File: src/rtl/pdp8_tt_fifo_if.sv
// rtl/pdp8_tt_fifo_if.sv - PDP-8 IO bus plus UART byte-stream bundle for one console line
interface pdp8_tt_fifo_if #(
    parameter int CHAR_W     = 8,
    parameter int DEPTH_LOG2 = 4
);
    logic                  iot;
    logic [3:0]            state;
    logic [11:0]           mb;
    logic [5:0]            io_select;
    logic [11:0]           io_data_in;
    logic [11:0]           io_data_out;
    logic                  io_selected;
    logic                  io_data_avail;
    logic                  io_interrupt;
    logic                  io_skip;
    logic [CHAR_W-1:0]     rx_data;
    logic                  rx_valid;
    logic                  rx_ready;
    logic [CHAR_W-1:0]     tx_data;
    logic                  tx_valid;
    logic                  tx_ready;
    logic                  rx_ovf;
    logic                  tx_ovf;
    logic [DEPTH_LOG2:0]   rx_count;
    logic [DEPTH_LOG2:0]   tx_count;

    // master: CPU bus plus UART side; slave: the line front-end
    modport master (
        output iot, state, mb, io_select, io_data_in, rx_data, rx_valid, tx_ready,
        input  io_data_out, io_selected, io_data_avail, io_interrupt, io_skip,
               rx_ready, tx_data, tx_valid, rx_ovf, tx_ovf, rx_count, tx_count
    );

    modport slave (
        input  iot, state, mb, io_select, io_data_in, rx_data, rx_valid, tx_ready,
        output io_data_out, io_selected, io_data_avail, io_interrupt, io_skip,
               rx_ready, tx_data, tx_valid, rx_ovf, tx_ovf, rx_count, tx_count
    );
endinterface

File: src/rtl/pdp8_tt_fifo.sv
// rtl/pdp8_tt_fifo.sv - KL8-style keyboard/printer IOT front-end with RX and TX character FIFOs

module pdp8_tt_fifo_buf #(
    parameter int W  = 8,
    parameter int AW = 4
) (
    input  logic          clk,
    input  logic          rst_n,
    input  logic          i_push,
    input  logic          i_pop,
    input  logic [W-1:0]  i_wdata,
    output logic [W-1:0]  o_rdata,
    output logic [AW:0]   o_count,
    output logic          o_full,
    output logic          o_empty
);
    localparam int DEPTH = 1 << AW;
    localparam logic [AW:0] FULL_CNT = (AW+1)'(DEPTH);

    logic [W-1:0]  r_mem [DEPTH];
    logic [AW-1:0] r_wptr;
    logic [AW-1:0] r_rptr;
    logic [AW:0]   r_count;
    logic          w_push_ok;
    logic          w_pop_ok;

    assign o_full    = (r_count == FULL_CNT);
    assign o_empty   = (r_count == '0);
    // Acceptance depends only on occupancy at cycle start, so a full FIFO
    // refuses a push even when it is being popped in the same cycle.
    assign w_push_ok = i_push & ~o_full;
    assign w_pop_ok  = i_pop & ~o_empty;
    assign o_rdata   = r_mem[r_rptr];
    assign o_count   = r_count;

    always_ff @(posedge clk or negedge rst_n) begin
        if (!rst_n) begin
            r_wptr  <= '0;
            r_rptr  <= '0;
            r_count <= '0;
        end else begin
            if (w_push_ok) r_wptr <= r_wptr + AW'(1);
            if (w_pop_ok)  r_rptr <= r_rptr + AW'(1);
            case ({w_push_ok, w_pop_ok})
                2'b10:   r_count <= r_count + (AW+1)'(1);
                2'b01:   r_count <= r_count - (AW+1)'(1);
                default: r_count <= r_count;
            endcase
        end
    end

    always_ff @(posedge clk) begin
        if (w_push_ok) r_mem[r_wptr] <= i_wdata;
    end
endmodule

module pdp8_tt_fifo #(
    parameter logic [5:0] DEV_RX     = 6'o03,
    parameter logic [5:0] DEV_TX     = 6'o04,
    parameter int         CHAR_W     = 8,
    parameter int         DEPTH_LOG2 = 4,
    parameter int         RX_DROP    = 0
) (
    input  logic            clk,
    input  logic            reset_n,
    pdp8_tt_fifo_if.slave   bus
);
    localparam logic [3:0] ST_F1 = 4'b0001;
    localparam logic       DROP  = (RX_DROP != 0);

    typedef enum logic {S_IDLE, S_PEND} pend_state_t;

    pend_state_t            r_state;
    pend_state_t            w_state_nx;

    logic                   w_sel_rx;
    logic                   w_sel_tx;
    logic                   w_win;
    logic                   w_first;
    logic                   w_commit;
    logic                   r_win_d;

    logic                   r_pend_rx;
    logic [2:0]             r_pend_op;
    logic [11:0]            r_pend_data;

    logic                   r_rx_flag;
    logic                   r_tx_flag;
    logic                   r_ie;
    logic                   r_rx_ovf;
    logic                   r_tx_ovf;

    logic                   w_c_rx;
    logic                   w_c_tx;
    logic                   w_op_26;
    logic                   w_rx_clr;
    logic                   w_rx_pop;
    logic                   w_ie_wr;
    logic                   w_tx_set;
    logic                   w_tx_clr;
    logic                   w_tx_push;
    logic                   w_rx_push;

    logic [CHAR_W-1:0]      w_rx_head;
    logic [DEPTH_LOG2:0]    w_rx_count;
    logic                   w_rx_full;
    logic                   w_rx_empty;
    logic [CHAR_W-1:0]      w_tx_head;
    logic [DEPTH_LOG2:0]    w_tx_count;
    logic                   w_tx_full;
    logic                   w_tx_empty;

    logic                   w_intr;
    logic [2:0]             w_op;
    logic [11:0]            w_rx_head12;
    logic [11:0]            w_data_out;
    logic                   w_skip;
    logic                   w_unused;

    assign w_unused = ^bus.mb[11:3];

    // Window is gated by reset so nothing appears selected while held in reset.
    assign w_sel_rx = (bus.io_select == DEV_RX);
    assign w_sel_tx = (bus.io_select == DEV_TX);
    assign w_win    = reset_n & bus.iot & (bus.state == ST_F1) & (w_sel_rx | w_sel_tx);
    assign w_first  = w_win & ~r_win_d;
    assign w_op     = bus.mb[2:0];

    always_ff @(posedge clk or negedge reset_n) begin
        if (!reset_n) r_state <= S_IDLE;
        else          r_state <= w_state_nx;
    end

    always_comb begin
        w_state_nx = r_state;
        w_commit   = 1'b0;
        case (r_state)
            S_IDLE: if (w_first) w_state_nx = S_PEND;
            S_PEND: begin
                if (!w_win) begin
                    w_state_nx = S_IDLE;
                    w_commit   = 1'b1;
                end
            end
            default: w_state_nx = S_IDLE;
        endcase
    end

    // r_win_d resets high so a window still asserted as reset releases is
    // not mistaken for a fresh IOT.
    always_ff @(posedge clk or negedge reset_n) begin
        if (!reset_n) begin
            r_win_d     <= 1'b1;
            r_pend_rx   <= 1'b0;
            r_pend_op   <= 3'd0;
            r_pend_data <= 12'd0;
        end else begin
            r_win_d <= w_win;
            if (w_first) begin
                r_pend_rx   <= w_sel_rx;
                r_pend_op   <= w_op;
                r_pend_data <= bus.io_data_in;
            end
        end
    end

    assign w_c_rx    = w_commit & r_pend_rx;
    assign w_c_tx    = w_commit & ~r_pend_rx;
    assign w_op_26   = (r_pend_op == 3'd2) | (r_pend_op == 3'd6);
    assign w_rx_clr  = w_c_rx & ((r_pend_op == 3'd0) | w_op_26);
    assign w_rx_pop  = w_c_rx & w_op_26;
    assign w_ie_wr   = w_c_rx & (r_pend_op == 3'd5);
    assign w_tx_set  = w_c_tx & (r_pend_op == 3'd0);
    assign w_tx_clr  = w_c_tx & w_op_26;
    assign w_tx_push = w_c_tx & ((r_pend_op == 3'd4) | (r_pend_op == 3'd6));
    assign w_rx_push = bus.rx_valid & (DROP | ~w_rx_full);

    pdp8_tt_fifo_buf #(.W(CHAR_W), .AW(DEPTH_LOG2)) u_rx_fifo (
        .clk     (clk),
        .rst_n   (reset_n),
        .i_push  (w_rx_push),
        .i_pop   (w_rx_pop),
        .i_wdata (bus.rx_data),
        .o_rdata (w_rx_head),
        .o_count (w_rx_count),
        .o_full  (w_rx_full),
        .o_empty (w_rx_empty)
    );

    pdp8_tt_fifo_buf #(.W(CHAR_W), .AW(DEPTH_LOG2)) u_tx_fifo (
        .clk     (clk),
        .rst_n   (reset_n),
        .i_push  (w_tx_push),
        .i_pop   (bus.tx_ready),
        .i_wdata (r_pend_data[CHAR_W-1:0]),
        .o_rdata (w_tx_head),
        .o_count (w_tx_count),
        .o_full  (w_tx_full),
        .o_empty (w_tx_empty)
    );

    // Commit cycles apply only the IOT's own flag effects; re-arm waits for
    // the next idle cycle so a clear is visible for at least one clock.
    always_ff @(posedge clk or negedge reset_n) begin
        if (!reset_n) begin
            r_rx_flag <= 1'b0;
            r_tx_flag <= 1'b0;
            r_ie      <= 1'b1;
            r_rx_ovf  <= 1'b0;
            r_tx_ovf  <= 1'b0;
        end else begin
            if (w_commit) begin
                if (w_rx_clr) r_rx_flag <= 1'b0;
                if (w_tx_clr) r_tx_flag <= 1'b0;
                if (w_tx_set) r_tx_flag <= 1'b1;
                if (w_ie_wr)  r_ie      <= r_pend_data[0];
            end else if (!w_win) begin
                if (!w_rx_empty) r_rx_flag <= 1'b1;
                if (!w_tx_full)  r_tx_flag <= 1'b1;
            end
            if (w_tx_push & w_tx_full) r_tx_ovf <= 1'b1;
            if (DROP & bus.rx_valid & w_rx_full) r_rx_ovf <= 1'b1;
        end
    end

    assign w_intr      = r_ie & (r_rx_flag | r_tx_flag);
    assign w_rx_head12 = w_rx_empty ? 12'd0 : 12'(w_rx_head);

    always_comb begin
        w_data_out = bus.io_data_in;
        w_skip     = 1'b0;
        if (w_win && w_sel_rx) begin
            case (w_op)
                3'd1:    w_skip     = r_rx_flag;
                3'd4,
                3'd6:    w_data_out = w_rx_head12;
                default: if (w_op[1]) w_data_out = 12'd0;
            endcase
        end else if (w_win && w_sel_tx) begin
            case (w_op)
                3'd1:    w_skip = r_tx_flag;
                3'd5:    w_skip = w_intr;
                default: w_skip = 1'b0;
            endcase
        end
    end

    assign bus.io_data_out   = w_data_out;
    assign bus.io_skip       = w_skip;
    assign bus.io_selected   = w_win;
    assign bus.io_data_avail = 1'b1;
    assign bus.io_interrupt  = w_intr;
    assign bus.rx_ready      = DROP | ~w_rx_full;
    assign bus.tx_data       = w_tx_head;
    assign bus.tx_valid      = ~w_tx_empty;
    assign bus.rx_ovf        = r_rx_ovf;
    assign bus.tx_ovf        = r_tx_ovf;
    assign bus.rx_count      = w_rx_count;
    assign bus.tx_count      = w_tx_count;
endmodule

File: src/flat_wrapper.sv
// flat-port wrapper written by rule: the top's interface ports become plain ports
module pdp8_tt_fifo_flat 
#(
    parameter logic [5:0] DEV_RX     = 6'o03,
    parameter logic [5:0] DEV_TX     = 6'o04,
    parameter int         CHAR_W     = 8,
    parameter int         DEPTH_LOG2 = 4,
    parameter int         RX_DROP    = 0
)
  (clk, reset_n, bus_iot, bus_state, bus_mb, bus_io_select, bus_io_data_in, bus_rx_data, bus_rx_valid, bus_tx_ready, bus_io_data_out, bus_io_selected, bus_io_data_avail, bus_io_interrupt, bus_io_skip, bus_rx_ready, bus_tx_data, bus_tx_valid, bus_rx_ovf, bus_tx_ovf, bus_rx_count, bus_tx_count);
  pdp8_tt_fifo_if #(.CHAR_W(CHAR_W), .DEPTH_LOG2(DEPTH_LOG2)) bus_i ();
  input  logic clk;
  input  logic reset_n;
  input wire logic [$bits(bus_i.iot)-1:0] bus_iot;
  input wire logic [$bits(bus_i.state)-1:0] bus_state;
  input wire logic [$bits(bus_i.mb)-1:0] bus_mb;
  input wire logic [$bits(bus_i.io_select)-1:0] bus_io_select;
  input wire logic [$bits(bus_i.io_data_in)-1:0] bus_io_data_in;
  input wire logic [$bits(bus_i.rx_data)-1:0] bus_rx_data;
  input wire logic [$bits(bus_i.rx_valid)-1:0] bus_rx_valid;
  input wire logic [$bits(bus_i.tx_ready)-1:0] bus_tx_ready;
  output wire logic [$bits(bus_i.io_data_out)-1:0] bus_io_data_out;
  output wire logic [$bits(bus_i.io_selected)-1:0] bus_io_selected;
  output wire logic [$bits(bus_i.io_data_avail)-1:0] bus_io_data_avail;
  output wire logic [$bits(bus_i.io_interrupt)-1:0] bus_io_interrupt;
  output wire logic [$bits(bus_i.io_skip)-1:0] bus_io_skip;
  output wire logic [$bits(bus_i.rx_ready)-1:0] bus_rx_ready;
  output wire logic [$bits(bus_i.tx_data)-1:0] bus_tx_data;
  output wire logic [$bits(bus_i.tx_valid)-1:0] bus_tx_valid;
  output wire logic [$bits(bus_i.rx_ovf)-1:0] bus_rx_ovf;
  output wire logic [$bits(bus_i.tx_ovf)-1:0] bus_tx_ovf;
  output wire logic [$bits(bus_i.rx_count)-1:0] bus_rx_count;
  output wire logic [$bits(bus_i.tx_count)-1:0] bus_tx_count;
  assign bus_i.iot = bus_iot;
  assign bus_i.state = bus_state;
  assign bus_i.mb = bus_mb;
  assign bus_i.io_select = bus_io_select;
  assign bus_i.io_data_in = bus_io_data_in;
  assign bus_i.rx_data = bus_rx_data;
  assign bus_i.rx_valid = bus_rx_valid;
  assign bus_i.tx_ready = bus_tx_ready;
  assign bus_io_data_out = bus_i.io_data_out;
  assign bus_io_selected = bus_i.io_selected;
  assign bus_io_data_avail = bus_i.io_data_avail;
  assign bus_io_interrupt = bus_i.io_interrupt;
  assign bus_io_skip = bus_i.io_skip;
  assign bus_rx_ready = bus_i.rx_ready;
  assign bus_tx_data = bus_i.tx_data;
  assign bus_tx_valid = bus_i.tx_valid;
  assign bus_rx_ovf = bus_i.rx_ovf;
  assign bus_tx_ovf = bus_i.tx_ovf;
  assign bus_rx_count = bus_i.rx_count;
  assign bus_tx_count = bus_i.tx_count;
  pdp8_tt_fifo #(.DEV_RX(DEV_RX), .DEV_TX(DEV_TX), .CHAR_W(CHAR_W), .DEPTH_LOG2(DEPTH_LOG2), .RX_DROP(RX_DROP)) u_core (.clk(clk), .reset_n(reset_n), .bus(bus_i));
endmodule
File: config.mk
export PLATFORM = sky130hd
export DESIGN_NAME = pdp8_tt_fifo_flat
export DESIGN_NICKNAME = d
export VERILOG_FILES = /design/src/rtl/pdp8_tt_fifo_if.sv /design/src/rtl/pdp8_tt_fifo.sv /design/src/flat_wrapper.sv
export SDC_FILE = /design/constraint.sdc
export NUM_CORES = 1
export LEC_CHECK = 0
export ABC_AREA = 1
export CAP_MARGIN = 10
export CORE_UTILIZATION = 50
export DETAILED_ROUTE_END_ITERATION = 8
export PLACE_DENSITY = 0.72
export SYNTH_ARGS = -nofsm -noshare
export SYNTH_HDL_FRONTEND = slang
export SYNTH_SLANG_ARGS = --single-unit
File: constraint.sdc
create_clock -name clk -period 2.7 [get_ports clk]
set_input_delay 0.54 -clock clk [delete_from_list [all_inputs] [get_ports clk]]
set_output_delay 0.54 -clock clk [all_outputs]
set_load 0.02 [all_outputs]
# Word level (Yosys, flattened, before mapping)
# Memory sizes are Yosys's and may differ from the RTL's.
# Cells that the tools add are included.
[word_totals] ff_bits=44 latchBits=0 ram_bits=256 mem_bits_ro=0 word_cells=117 n_memories=2
[op_classes] add_sub_neg=8 multipliers=0 div=0 magnitude_cmp=0 eq_ne=22 shift=0 n_mux=28 bitwise_logic=31 n_reduce_logical=11
[memory_table] name="u_core.u_rx_fifo.r_mem" words=16 word_bits=8 read_ports=1 rd_clocked_by_memory_dff=0 write_ports=1 line_no="pdp8_tt_fifo.sv:20" source="logic [W-1:0] r_mem [DEPTH];"
[memory_table] name="u_core.u_tx_fifo.r_mem" words=16 word_bits=8 read_ports=1 rd_clocked_by_memory_dff=0 write_ports=1 line_no="pdp8_tt_fifo.sv:20"
[ops] op="two-way mux 12 bit" n=2
[ops] op="case mux 12 bit (2 select lines)" n=1
[ops] op="two-way mux 1 bit" n=20
[ops] op="case mux 5 bit (2 select lines)" n=2
[ops] op="bitwise AND 1 bit" n=19
[ops] op="equality test 3 bit, second input constant" n=6
[ops] op="adder 4 x 1 -> 4 bit, second input constant" n=4
[ops] op="adder 5 x 1 -> 5 bit, second input constant" n=2
[ops] op="equality test 5 bit, second input constant" n=2
[ops] op="zero test 5 bit" n=2
[ops] op="subtractor 5 x 1 -> 5 bit, second input constant" n=2
[ops] op="two-way mux 8 bit" n=1
[ops] op="NOT 1 bit" n=7
[ops] op="equality test 6 x 2 -> 1 bit, second input constant" n=1
[ops] op="equality test 6 x 3 -> 1 bit, second input constant" n=1
[ops] op="AND reduction 3 bit" n=2
[ops] op="OR 1 bit" n=5
[ops] op="equality test 2 x 1 -> 1 bit, second input constant" n=2
[ops] op="equality test 2 bit, second input constant" n=2
[ops] op="equality test 4 x 1 -> 1 bit, second input constant" n=1
[ops] op="inequality test 2 x 1 -> 1 bit, second input constant" n=2
[ops] op="inequality test 2 bit, second input constant" n=2
[ops] op="case mux 1 bit (2 select lines)" n=2
[ops] op="nonzero test 2 bit" n=2
[ops] op="other kinds (7)" n=8

# Depth between registers and ports, before layout
[depth] depth_word=10 depth_mapped=18 mapped_depth_nobuf=18

# Modules after synthesis
# Synthesis repeated with hierarchy kept, for this count alone.
[hier_totals] hier_cells=1397 area_unflattened_um2=13611.8
[by_module_without_submodules] module="pdp8_tt_fifo_buf" instances=2 cells_per_inst=621 area_per_inst_um2=6231.0 seq_area_each_um2=4169.0
[by_module_without_submodules] module="pdp8_tt_fifo" instances=1 cells_per_inst=155 area_per_inst_um2=1149.9 seq_area_each_um2=452.9

# Worst setup path after synthesis
# Ideal clock, no wire load.
[synth_path] path_kind="input -> register" from="input bus_io_select[5]" to="register u_core.u_rx_fifo.r_count[4], in the netlist u_core.u_rx_fifo.o_count[4]" setup_time_ns=0.066 arrival_time_ns=2.403 t_required_ns=2.634 setup_slack_ns=0.231 path_stages=16 path_buffers=0 path_cell_list="nor2_1 nand3_2 nand2_2 nand2_4 nand2_2 nor2_1 nand2_2 inv_1 ha_1 fa_1 nand2_1 nand2_1 a21oi_1 xor2_1 nand2_1 nand2_1"
[synth_via] elab_chain_cells=10 word_cells_on_any_way=13 cone_classes="eq/ne (4); mux (3); bitwise (5); reduce/logical (1)"
[synth_rtl] item="from (decl)" line_no="flat_wrapper.sv:17" source="input wire logic [$bits(bus_i.io_select)-1:0] bus_io_select;"
[synth_rtl] item="equality test 6 x 2 -> 1 bit / equality test 6 x 3 -> 1 bit (equally long branches)" line_no="pdp8_tt_fifo.sv:123, pdp8_tt_fifo.sv:124"
[synth_rtl] item="OR 1 bit *" line_no="pdp8_tt_fifo.sv:125" source="assign w_win = reset_n & bus.iot & (bus.state == ST_F1) & (w_sel_rx | w_sel_tx);"
[synth_rtl] item="bitwise AND 1 bit *" line_no="pdp8_tt_fifo.sv:125"
[synth_rtl] item="two-way mux 1 bit *" line_no="pdp8_tt_fifo.sv:140" source="if (!w_win) begin"
[synth_rtl] item="two-way mux 1 bit *" line_no="pdp8_tt_fifo.sv:137" source="case (r_state)"
[synth_rtl] item="bitwise AND 1 bit *" line_no="pdp8_tt_fifo.sv:167" source="assign w_c_rx = w_commit & r_pend_rx;"
[synth_rtl] item="bitwise AND 1 bit *" line_no="pdp8_tt_fifo.sv:171" source="assign w_rx_pop = w_c_rx & w_op_26;"
[synth_rtl] item="bitwise AND 1 bit *" line_no="pdp8_tt_fifo.sv:32" source="assign w_pop_ok = i_pop & ~o_empty;"
[synth_rtl] item="via u_core.u_rx_fifo.w_pop_ok" line_no="pdp8_tt_fifo.sv:25" source="logic w_pop_ok;"
[synth_rtl] item="equality test 2 x 1 -> 1 bit / equality test 2 bit (equally long branches)" line_no="pdp8_tt_fifo.sv:44" source="case ({w_push_ok, w_pop_ok})"
[synth_rtl] item="case mux 5 bit (2 select lines) / nonzero test 2 bit (equally long branches)"
[synth_rtl] item="to (signal assigned)" line_no="pdp8_tt_fifo.sv:45" source="2'b10: r_count <= r_count + (AW+1)'(1);"
[synth_rtl] item="to (signal assigned)" line_no="pdp8_tt_fifo.sv:46" source="2'b01: r_count <= r_count - (AW+1)'(1);"
[synth_rtl] item="to (signal assigned)" line_no="pdp8_tt_fifo.sv:47" source="default: r_count <= r_count;"
[synth_rtl] item="to (decl)" line_no="pdp8_tt_fifo.sv:23" source="logic [AW:0] r_count;"
# Mark *: on every way through the listed nets, which the timed path passes. The rest lies on a longest branch.
# A chain may end at the register's enable or synchronous reset.

# Worst setup path in the final report
[layout_path] from="register u_core.u_rx_fifo.r_rptr[1]" to="output bus_io_data_out[4]"
[layout_via] elab_chain_cells=4
[layout_rtl] item="from (decl)" line_no="pdp8_tt_fifo.sv:22" source="logic [AW-1:0] r_rptr;"
[layout_rtl] item="from (signal assigned)" line_no="pdp8_tt_fifo.sv:43" source="if (w_pop_ok) r_rptr <= r_rptr + AW'(1);"
[layout_rtl] item="memory (16 x 8 bit)"
[layout_rtl] item="two-way mux 8 bit" line_no="pdp8_tt_fifo.sv:227" source="assign w_rx_head12 = w_rx_empty ? 12'd0 : 12'(w_rx_head);"
[layout_rtl] item="case mux 12 bit (2 select lines)" line_no="pdp8_tt_fifo.sv:233" source="case (w_op)"
[layout_rtl] item="two-way mux 12 bit" line_no="pdp8_tt_fifo.sv:232" source="if (w_win && w_sel_rx) begin"
[layout_rtl] item="to (decl)" line_no="flat_wrapper.sv:22" source="output wire logic [$bits(bus_i.io_data_out)-1:0] bus_io_data_out;"
# Every way passes these cells.

==> flow_metrics.tcl <==
set metrics [dict create \
    antenna_found_initial 0 \
    coreArea_sq_mm 0.0253 \
    grt_overflow 0 \
    cts-root-buf "clkbuf_16" \
    insertion_delay_ns 0.55 \
    irDropWorstVdd_uv 993 \
    power_mw 13.7 \
    worstSetupEndpointType "output port" \
    area_growth_pct 24.7 \
    hpwl_mm 18.4 \
    power_density_mw_per_mm2 849 \
    reg2reg_depth 16 \
    first_global_vias 8723 \
    io_buffers 73 \
    synth_nets 1208 \
    cts_num_sinks 300 \
    cp_data_arrival_time_ns 2.25 \
    r2r_setup_slack_ns 0.30 \
    maxSlewHeadroom_pct 47.8 \
    final_cell_mix "256 x edfxtp_1, 204 x nand2_1, 179 x nor2_1" \
    post-route-drc-count 0 \
    clockBufferDepth 3 \
    critPathCapture "bus_io_data_out[4]" \
    final_common_cell "edfxtp_1" \
    grt_max_degree 45 \
    tightestPinTransition_ns 0.780 \
    track_usage_pct 23.2 \
    vias_per_cell 5.43 \
    synth-seq-cells 300 \
    yosysSeqAreaShare_pct 68.1 \
    rsz0062_at_grt "true" \
    fin_worst_skew_ns 0.0168 \
    start_util_pct 51.1 \
    stdcell_count 1653 \
    placementRows 58 \
    insertedDiodeCount 0 \
    fin_crit_sh_pct 103 \
    max_clock_freq_mhz 359 \
    r2r_start "u_core.u_rx_fifo.o_count[1]" \
    finalSetupViolCount 6 \
    syn_avg_cell_area_sq_um 11.3 \
    crit_type "reg -> out" \
    dieHeight_microns 163 \
    required_ns 2.16 \
    die-area_sq_mm 0.0265 \
    synth-edff-count 256 \
    status "finished with violations" \
    synthTopCellsByArea "edfxtp_1 60%, dfrtp_1 8.1%, nand2_1 6.4%" \
    io_pins 85 \
    synth_warnings 0 \
    ys_async_sr_fraction_pct 14.7 \
    dr.pass1.iters 7 \
    finalMaxSlewViolations 0 \
    clkTransAtPathRegs_ns 0.06 \
    ctsHoldBuffers 0 \
    drive_above_1_share_pct 20.0 \
    syn_area_sq_mm 0.0129 \
    ant_nets 0 \
    place_ws_ns -0.369 \
    worst_slack_ns -0.0888 \
    cp-startpoint "u_core.u_rx_fifo.r_rptr[1]" \
    cap_viol_max_count 0 \
    numCtsBuffers 30 \
    gp_congestion 0.817 \
    r2r-end "u_core.u_rx_fifo.o_count[4]" \
    grt_pass1_wl_mm 47.1 \
    routed_wl_mm 30.3 \
    h-tree-depth 1 \
    cts_tree "done" \
    synth_cells 1141 \
    dieWidth_microns 163 \
    period_minus_slack_ns 2.79 \
    startpoint_type "flop" \
    synth_cell_types 39 \
    synth_ff_type "edfxtp_1" \
    critPathMaxFanout 8 \
    hold_viol 0 \
    p_leak_nw 6.33 \
    post_drt_wl_per_cell_microns 18.3 \
    hold_class "in -> async" \
    dp_cells 1568 \
    num_vias 8972 \
    synth_top_area_share_pct 59.5 \
    synth.largest_area_cell "edfxtp_1" \
    drtIter0Drc 789 \
    violations "setup timing" \
    final_nets 1367 \
]
-- per-layer routing --
layer / up-vias / track usage [%] / wire [microns]
li1: 4281 / - / -
met1: 4300 / 30.0 / 12300
met2: 323 / 40.9 / 15400
met3: 68 / 2.67 / 1680
met4: 0 / 7.01 / 943
met5: - / 0 / 0
-- cell type report --
class	count	area, sq um
multi-input cells	735	3820
fillers	1884	9150
well taps	330	413
repair buffers	177	1780
clock buffers	33	783
inverters	56	230
flip-flops and latches	300	8800
clock inverters	22	282
-- what timing repair did --
item,CTS,global route
endpoints found under the setup margin,22,22
gates resized for setup,136,92
gates cloned,5,2
pin swaps,24,33
buffers inserted,15,9
-- report_power, final --
part,internal [mW],total (mW),switching (mW),leakage (nW)
clock,2.67,4.42,1.75,0.516
sequential,5.35,5.58,0.227,2.99
combinational,1.46,3.66,2.20,2.82
-- worst min-delay path by stage --
stage          cells past startpoint                           to
2_1_floorplan                      0            u_core.bus.tx_ovf
3_3_place_gp                       1            u_core.bus.tx_ovf
3_5_place_dp                       1            u_core.bus.tx_ovf
4_1_cts                            2  u_core.u_rx_fifo.o_count[3]
5_1_grt                            2  u_core.u_rx_fifo.o_count[3]
6_report                           2  u_core.u_rx_fifo.o_count[3]
-- flip-flops by register name (all words and copies together) (netlist names), 5 cells and up --
name	cells
u_core.u_rx_fifo.r_mem	128
u_core.u_tx_fifo.r_mem	128
u_core.u_rx_fifo.o_count	5
u_core.r_pend_data	8
u_core.u_tx_fifo.o_count	5
-- synth_stat cells, drive strengths merged, types with 7 or more instances --
cell      n
o21ai   131
xor2     11
nand3    39
nand4     7
inv      55
nand2   225
o211ai   48
nor2    210
edfxtp  256
a21oi    30
clkbuf   17
ha       18
buf      33
dfrtp    42
-- through the flow --
stage	area (sq um)	hold slack [ns]	util, %	setup TNS (ns)
finish	16100	0.110	63.8	-0.303
global route	16100	0.163	63.8	-1.04
CTS	15800	0.124	62.7	-0.452
detailed placement	14400	0.471	56.9	-5.23
global placement	14400	0.478	56.9	-4.42
floorplan	12900	0.244	-	0
-- critical path, stage by stage, from the launching register on --
cell	delay (ns)
dfrtp_2	0.44
buf_4	0.16
nand2_4	0.07
clkinvlp_4	0.21
nand3_1	0.12
nand2_1	0.11
nor2_4	0.14
nand2_2	0.08
nand2_2	0.09
nand2_1	0.05
nand2_1	0.09
buf_6	0.12
-- cell families (layout without fill, tap and decap cells) --
kind of cell	count (synthesis)	in the layout	share of synthesized area, %
AND/OR/NAND/NOR	483	483	15.3
flip-flops	300	300	68.1
AO/OA/AOI/OAI	214	214	9.37
buffers and inverters	106	288	4.07
adder cells (fa/ha/maj)	20	20	2.05
XOR/XNOR	16	16	1.09
other	2	2	0.0582
Power figures use the tool's default switching activity.
